<file path="config.mk">
export PLATFORM = sky130hd
export DESIGN_NAME = procyon_ccu_arb_rr
export DESIGN_NICKNAME = d
export VERILOG_FILES = /design/src/rtl/procyon_ccu_arb_rr.sv
export SDC_FILE = /design/constraint.sdc
export NUM_CORES = 1
export LEC_CHECK = 0
export CAP_MARGIN = 20
export CORE_AREA = 2 2 663 665
export CTS_CLUSTER_DIAMETER = 60
export CTS_CLUSTER_SIZE = 40
export DETAILED_ROUTE_END_ITERATION = 16
export DIE_AREA = 0 0 665 667
export PLACE_DENSITY_LB_ADDON = 0.08
export SLEW_MARGIN = 15
export SYNTH_ARGS = -nofsm -noshare
export SYNTH_HDL_FRONTEND = slang
export SYNTH_SLANG_ARGS = --single-unit
</file>
<file path="constraint.sdc">
create_clock -name clk -period 2.3 [get_ports clk]
set_clock_uncertainty 0.05 [all_clocks]
set_input_delay 0.23 -clock clk [delete_from_list [all_inputs] [get_ports clk]]
set_output_delay 0.23 -clock clk [all_outputs]
set_load 0.02 [all_outputs]
</file>
<file path="src/rtl/procyon_ccu_arb_rr.sv">
// N-requester CCU arbiter in front of the BIU controller: fixed-priority or round-robin
// selection, grant held for a whole bus transaction. Optional macro: PCYN_CCU_ARB_STARVE_EN.
module procyon_ccu_arb_rr #(
    parameter int unsigned OPTN_ADDR_WIDTH    = 32,
    parameter int unsigned OPTN_CCU_ARB_DEPTH = 3,
    parameter int unsigned OPTN_CCU_LINE_SIZE = 32,
    parameter int unsigned OPTN_ARB_MODE      = 0,
    parameter int unsigned OPTN_STARVE_LIMIT  = 8,
    localparam int unsigned CCU_LINE_WIDTH    = OPTN_CCU_LINE_SIZE * 8,
    localparam int unsigned ARB_IDX_WIDTH     =
        (OPTN_CCU_ARB_DEPTH > 1) ? $clog2(OPTN_CCU_ARB_DEPTH) : 1,
    localparam int unsigned PCYN_CCU_LEN_WIDTH  = 4,
    localparam int unsigned PCYN_BIU_LEN_WIDTH  = PCYN_CCU_LEN_WIDTH,
    localparam int unsigned PCYN_BIU_FUNC_WIDTH = 1,
    localparam logic [PCYN_BIU_FUNC_WIDTH-1:0] PCYN_BIU_FUNC_READ  = 1'b0,
    localparam logic [PCYN_BIU_FUNC_WIDTH-1:0] PCYN_BIU_FUNC_WRITE = 1'b1
) (
    input  logic                                                     clk,
    input  logic                                                     n_rst,
    input  logic [OPTN_CCU_ARB_DEPTH-1:0]                            i_ccu_arb_valid,
    input  logic [OPTN_CCU_ARB_DEPTH-1:0]                            i_ccu_arb_we,
    input  logic [OPTN_CCU_ARB_DEPTH-1:0][PCYN_CCU_LEN_WIDTH-1:0]    i_ccu_arb_len,
    input  logic [OPTN_CCU_ARB_DEPTH-1:0][OPTN_ADDR_WIDTH-1:0]       i_ccu_arb_addr,
    input  logic [OPTN_CCU_ARB_DEPTH-1:0][CCU_LINE_WIDTH-1:0]        i_ccu_arb_data,
    output logic [OPTN_CCU_ARB_DEPTH-1:0]                            o_ccu_arb_done,
    output logic [OPTN_CCU_ARB_DEPTH-1:0]                            o_ccu_arb_grant,
    output logic [CCU_LINE_WIDTH-1:0]                                o_ccu_arb_data,
    input  logic                                                     i_biu_done,
    input  logic [CCU_LINE_WIDTH-1:0]                                i_biu_data,
    output logic                                                     o_biu_en,
    output logic [PCYN_BIU_FUNC_WIDTH-1:0]                           o_biu_func,
    output logic [PCYN_BIU_LEN_WIDTH-1:0]                            o_biu_len,
    output logic [OPTN_ADDR_WIDTH-1:0]                               o_biu_addr,
    output logic [CCU_LINE_WIDTH-1:0]                                o_biu_data
);

    localparam int NUM_REQ = int'(OPTN_CCU_ARB_DEPTH);

    if (OPTN_CCU_ARB_DEPTH < 1 || OPTN_CCU_ARB_DEPTH > 16) begin : g_bad_depth
        $error("OPTN_CCU_ARB_DEPTH must be in 1..16");
    end
    if (OPTN_STARVE_LIMIT < 1) begin : g_bad_limit
        $error("OPTN_STARVE_LIMIT must be at least 1");
    end

    typedef enum logic [1:0] {StIdle, StBusy, StDone} state_e;

    state_e                             state_q;
    logic [NUM_REQ-1:0]                 grant_q;
    logic [NUM_REQ-1:0]                 done_q;
    logic [CCU_LINE_WIDTH-1:0]          rdata_q;
    logic                               biu_en_q;
    logic [PCYN_BIU_FUNC_WIDTH-1:0]     func_q;
    logic [PCYN_BIU_LEN_WIDTH-1:0]      len_q;
    logic [OPTN_ADDR_WIDTH-1:0]         addr_q;
    logic [CCU_LINE_WIDTH-1:0]          wdata_q;
    logic [ARB_IDX_WIDTH-1:0]           rr_ptr_q;

    logic                               win_found;
    logic [ARB_IDX_WIDTH-1:0]           win_idx;
    logic [NUM_REQ-1:0]                 win_onehot;
    logic [ARB_IDX_WIDTH-1:0]           next_ptr;
    logic                               sel_we;
    logic [PCYN_CCU_LEN_WIDTH-1:0]      sel_len;
    logic [OPTN_ADDR_WIDTH-1:0]         sel_addr;
    logic [CCU_LINE_WIDTH-1:0]          sel_wdata;

`ifdef PCYN_CCU_ARB_STARVE_EN
    localparam int unsigned STARVE_CNT_WIDTH = $clog2(OPTN_STARVE_LIMIT + 1);
    localparam logic [STARVE_CNT_WIDTH-1:0] STARVE_MAX = STARVE_CNT_WIDTH'(OPTN_STARVE_LIMIT);

    logic [NUM_REQ-1:0][STARVE_CNT_WIDTH-1:0] starve_cnt_q;
    logic [NUM_REQ-1:0]                       grant_now;
`endif

    // Winner selection; loops run high-to-low so the last hit is the highest priority.
    always_comb begin
        win_found = 1'b0;
        win_idx   = '0;
`ifdef PCYN_CCU_ARB_STARVE_EN
        for (int i = NUM_REQ - 1; i >= 0; i--) begin
            if (i_ccu_arb_valid[i] && (starve_cnt_q[i] == STARVE_MAX)) begin
                win_found = 1'b1;
                win_idx   = ARB_IDX_WIDTH'(i);
            end
        end
`endif
        if (!win_found) begin
            if (OPTN_ARB_MODE == 0) begin
                for (int i = NUM_REQ - 1; i >= 0; i--) begin
                    if (i_ccu_arb_valid[i]) begin
                        win_found = 1'b1;
                        win_idx   = ARB_IDX_WIDTH'(i);
                    end
                end
            end else begin
                for (int k = NUM_REQ - 1; k >= 0; k--) begin
                    int idx;
                    idx = int'(32'(rr_ptr_q)) + k;
                    if (idx >= NUM_REQ) idx = idx - NUM_REQ;
                    if (i_ccu_arb_valid[idx]) begin
                        win_found = 1'b1;
                        win_idx   = ARB_IDX_WIDTH'(idx);
                    end
                end
            end
        end
    end

    always_comb begin
        win_onehot = '0;
        for (int i = 0; i < NUM_REQ; i++) begin
            win_onehot[i] = win_found && (win_idx == ARB_IDX_WIDTH'(i));
        end
    end

    always_comb begin
        sel_we    = 1'b0;
        sel_len   = '0;
        sel_addr  = '0;
        sel_wdata = '0;
        for (int i = 0; i < NUM_REQ; i++) begin
            if (win_onehot[i]) begin
                sel_we    = i_ccu_arb_we[i];
                sel_len   = i_ccu_arb_len[i];
                sel_addr  = i_ccu_arb_addr[i];
                sel_wdata = i_ccu_arb_data[i];
            end
        end
    end

    // With a single requester this always yields 0, keeping the pointer constant.
    always_comb begin
        if (win_idx == ARB_IDX_WIDTH'(NUM_REQ - 1)) begin
            next_ptr = '0;
        end else begin
            next_ptr = win_idx + ARB_IDX_WIDTH'(1);
        end
    end

    always_ff @(posedge clk or negedge n_rst) begin
        if (!n_rst) begin
            state_q  <= StIdle;
            grant_q  <= '0;
            done_q   <= '0;
            rdata_q  <= '0;
            biu_en_q <= 1'b0;
            func_q   <= '0;
            len_q    <= '0;
            addr_q   <= '0;
            wdata_q  <= '0;
            rr_ptr_q <= '0;
        end else begin
            done_q <= '0;
            case (state_q)
                StIdle: begin
                    if (win_found) begin
                        state_q  <= StBusy;
                        grant_q  <= win_onehot;
                        biu_en_q <= 1'b1;
                        func_q   <= sel_we ? PCYN_BIU_FUNC_WRITE : PCYN_BIU_FUNC_READ;
                        len_q    <= sel_len;
                        addr_q   <= sel_addr;
                        wdata_q  <= sel_wdata;
                        if (OPTN_ARB_MODE != 0) rr_ptr_q <= next_ptr;
                    end
                end
                StBusy: begin
                    if (i_biu_done) begin
                        state_q  <= StDone;
                        biu_en_q <= 1'b0;
                        rdata_q  <= i_biu_data;
                        done_q   <= grant_q;
                    end
                end
                StDone: begin
                    // Bubble cycle: the owner drops its valid here, so it cannot be regranted.
                    state_q <= StIdle;
                    grant_q <= '0;
                end
                default: begin
                    state_q <= StIdle;
                end
            endcase
        end
    end

`ifdef PCYN_CCU_ARB_STARVE_EN
    assign grant_now = (state_q == StIdle) ? win_onehot : '0;

    always_ff @(posedge clk or negedge n_rst) begin
        if (!n_rst) begin
            starve_cnt_q <= '0;
        end else begin
            for (int i = 0; i < NUM_REQ; i++) begin
                if (!i_ccu_arb_valid[i] || grant_now[i]) begin
                    starve_cnt_q[i] <= '0;
                end else if (!grant_q[i] && (starve_cnt_q[i] != STARVE_MAX)) begin
                    starve_cnt_q[i] <= starve_cnt_q[i] + STARVE_CNT_WIDTH'(1);
                end
            end
        end
    end
`endif

    assign o_ccu_arb_done  = done_q;
    assign o_ccu_arb_grant = grant_q;
    assign o_ccu_arb_data  = rdata_q;
    assign o_biu_en        = biu_en_q;
    assign o_biu_func      = func_q;
    assign o_biu_len       = len_q;
    assign o_biu_addr      = addr_q;
    assign o_biu_data      = wdata_q;

endmodule

</file>
==> qor.log <==
qor: floorplanning.boundary_pins 1697
qor: logic_synthesis.mappedNetlistArea 28230 µm²
qor: timing.totalNegativeSetupSlack 0 ns
qor: finish.area.growth.synth_to_final 122.2%
qor: timing.final_hold_viol_count 0
qor: route.drt_first_pass_iters 5
qor: logic_synthesis.syn_area_per_cell 9.783 µm²
qor: critical_path.timing.reg2reg.setup_slack 0.06 ns
qor: finish.layout-drive-gt1-share 15.53%
qor: global_route.antenna_found_initial 170
qor: place.dp_hpwl 255.9 mm
qor: critical_path.crit_chain or2_4 > buf_12 > buf_12 > a221oi_2 > dlygate4sd3_1 > a22o_1
qor: floorplanning.die_area 443600 µm²
qor: cts.tritoncts_clock_tree yes
qor: floorplanning.coreArea 436600 µm²
qor: critical_path.cp-end-kind register
qor: finish.mostFrequentLayoutCell clkdlybuf4s50_1
qor: floorplanning.die_x 665 µm
qor: critical_path.critPathRequiredTime 3.00 ns
qor: logic_synthesis.syn-instance-count 2886
qor: logic_synthesis.ys_top_cells_by_area dfrtp_1, mux2_2, a221oi_1
qor: logic_synthesis.synth_largest_type_area_fraction 49.45%
qor: timing.timing.final.setup_violations 0
qor: critical_path.cp-start-kind register
qor: cts.clock_insertion_delay_worst_skew 0.79 ns
qor: logic_synthesis.largest_area_contributor_in_the_netlist dfrtp_1
qor: logic_synthesis.ys_ff_latch 558
qor: finish.finish.net_count 6245
qor: logic_synthesis.synth_sequential_area_ratio 49.45%
qor: global_route.first_pass_grt_wire_length 394.5 mm
qor: critical_path.critPathArrivalTime 2.95 ns
qor: finish.num-fill-cells 49634
qor: timing.finalCritPeriodShare 97.54%
qor: timing.worst_pin_slew 0.7960 ns
qor: status.status completed
qor: critical_path.crit_path_frequent_cell buf_12
qor: global_route.global_route.overflow_total 0
qor: place.gp_congestion 0.7690
qor: global_route.pin_count_of_the_biggest_net_entering_global_routing 110
qor: critical_path.crit_slowest_cell dlygate4sd3_1
qor: cts.number_of_clock_sinks_seen_by_cts 558
qor: timing.max_clock_freq 0.4458 GHz
qor: critical_path.critPathMaxStageDelay 0.60 ns
qor: finish.sequential_cell_area 13970 µm²
qor: cts.clockRootBuffer clkbuf_16
qor: finish.final_design_area_no_fill 62750 µm²
qor: timing.worst_slew_margin 46.93%
qor: run.drv_cap 0
qor: global_route.groute.usage.overall 13.51%
qor: cts.cts-htree-levels 4
qor: route.wire_per_inst 28.26 µm
qor: power_and_ir_drop.power.ir.vdd_worst 0.5174 mV
qor: place.number_of_input_and_output_port_buffers_inserted 1696
qor: route.wirelength 311.7 mm
qor: route.detail_route.vias_per_cell 3.004
qor: power_and_ir_drop.cellLeakagePower 25.80 nW
qor: floorplanning.chipHeight 667 µm
qor: timing.layout_min_cycle_time 2.243 ns
qor: global_route.grt_pass1_vias 36020
qor: cts.clk_path_buf_depth 4
qor: logic_synthesis.syn-num-nets 4027
qor: timing.final-max-slew-violation-count 0
qor: route.drt-initial-drc-count 1435
qor: critical_path.critical_path_peak_fanout 38
qor: place.place_area 53530 µm²
qor: route.num_vias 33138
qor: critical_path.path_class reg -> reg
qor: timing.grt_setup_unrepaired true
qor: logic_synthesis.synth_cell_type_count 27
qor: floorplanning.start_util 6.467%
qor: cts.clk_transition_reported_paths 0.04 ns
qor: finish.most-common-layout-cells clkdlybuf4s50_1, nand2_1, dfrtp_1
qor: logic_synthesis.yosysWarnings 0
qor: cts.cts-buffers-inserted 144
qor: route.antenna_left 0
qor: power_and_ir_drop.power.density 1261 nW/µm²
qor: finish.multi_input_logic_area 11870 µm²
qor: floorplanning.floorplan.rows 243
qor: route.drc_violations_left 0
qor: worst_hold_path.worstHoldPathType in -> reg
## cell usage after synthesis
| cell | count |
|---|---|
| a221oi_1 | 293 |
| buf_2 | 39 |
| clkbuf_1 | 217 |
| nand2_1 | 588 |
| clkinv_1 | 1 |
| nand3_1 | 293 |
| a21oi_1 | 2 |
| inv_1 | 297 |
| a22o_1 | 293 |
| nor2_2 | 1 |
| or2_1 | 1 |
| a22oi_1 | 1 |
| or3_1 | 1 |
| o31ai_1 | 1 |
| a21o_1 | 1 |
| nand3b_1 | 1 |
| nor3_1 | 1 |
| buf_1 | 4 |
| buf_4 | 1 |
| buf_6 | 29 |
| o32ai_1 | 1 |
| o21ai_0 | 2 |
| nand2b_1 | 1 |
| dfrtp_1 | 558 |
| and2_1 | 2 |
| nor2_1 | 1 |
| mux2_2 | 256 |
## worst max-delay path: cells and delay by family (launching register included)
| family | cells | cell delay [ns] |
|---|---|---|
| buf+inv | 3 | 0.96 |
| flops | 1 | 0.40 |
| simple gates | 1 | 0.35 |
| compound gates | 2 | 0.34 |
## stage by stage
stage | cells | setup WS [ns] | util [%] | power, mW | hold slack [ns]
after floorplan | 2886 | 0.6233 | - | 33.18 | -0.1156
after global placement | 10280 | -0.1159 | 12.26 | 60.43 | 0.2030
after detailed placement | 10280 | -0.1149 | 12.26 | 60.19 | 0.2008
after CTS | 10966 | 0.00002842 | 14.32 | 82.44 | 0.0001195
after global routing | 11008 | -0.003475 | 14.36 | 83.59 | 0.01262
final | 11031 | 0.05666 | 14.37 | 79.10 | 0.09043
## report_power, final
group	total (mW)	internal, mW	switching (mW)
Sequential	18.5	14.8	3.72
Combinational	38.9	15.9	23.0
Clock	21.6	14.2	7.47
## registers in the layout (all words and copies together) (netlist names)
signal           cells
o_biu_data         256
o_ccu_arb_data     256
o_biu_addr          32
o_biu_len            4
o_ccu_arb_done       3
o_ccu_arb_grant      3
state_q              2
o_biu_en             1
o_biu_func           1
## per-layer routing
| metal | share of wire (%) | track usage (%) | up-vias |
|---|---|---|---|
| met4 | 4.9 | 6.122 | 118 |
| met3 | 7.8 | 4.921 | 497 |
| met2 | 53 | 25.09 | 1343 |
| met1 | 34 | 13.28 | 16322 |
| met5 | 0.32 | 0.4124 | - |
| li1 | - | - | 14858 |
## timing repair
action,4_1_cts,5_1_grt
resized for setup,251,9
endpoints found under the setup margin,237,11
endpoints found under the hold margin,892,0
buffers inserted,0,1
hold buffers,434,0
pin swaps,0,1
## path summary, 6_finish.rpt
kind / startpoint / cells after the start / to
max: state_q[0]$_DFFE_PN0P_ / 6 / o_biu_data[209]$_DFFE_PN0P_
min: i_biu_data[96] / 2 / o_ccu_arb_data[96]$_DFFE_PN0P_
max reg2reg: state_q[0]$_DFFE_PN0P_ / 6 / o_biu_data[209]$_DFFE_PN0P_
min reg2reg: o_biu_en$_DFFE_PN0P_ / 2 / o_biu_en$_DFFE_PN0P_
max in group asynchronous: n_rst / 4 / o_biu_data[139]$_DFFE_PN0P_
min in group asynchronous: n_rst / 3 / o_ccu_arb_data[240]$_DFFE_PN0P_
## cell type report
class | count | share of cell area [%]
Clock inverter | 65 | 1.432
Inverter | 298 | 1.795
Multi-Input combinational cell | 1740 | 18.92
Sequential cell | 558 | 22.27
Timing Repair Buffer | 2362 | 37.44
Antenna cell | 64 | 0.2552
Tap cell | 5757 | 11.48
Clock buffer | 187 | 6.403
## logic make-up (layout without fill, tap and decap cells)
kind of cell           count (synthesis)  in the layout  share of synthesized area (%)
flip-flops                           558            558                          49.45
AO/OA/AOI/OAI                        594            594                          18.36
multiplexers                         256            256                          10.21
AND/OR/NAND/NOR                      890            890                          13.20
buffers and inverters                588           2912                          8.774
other                                  0             64                              0
Note: power is estimated with default switching activity, not from simulation.
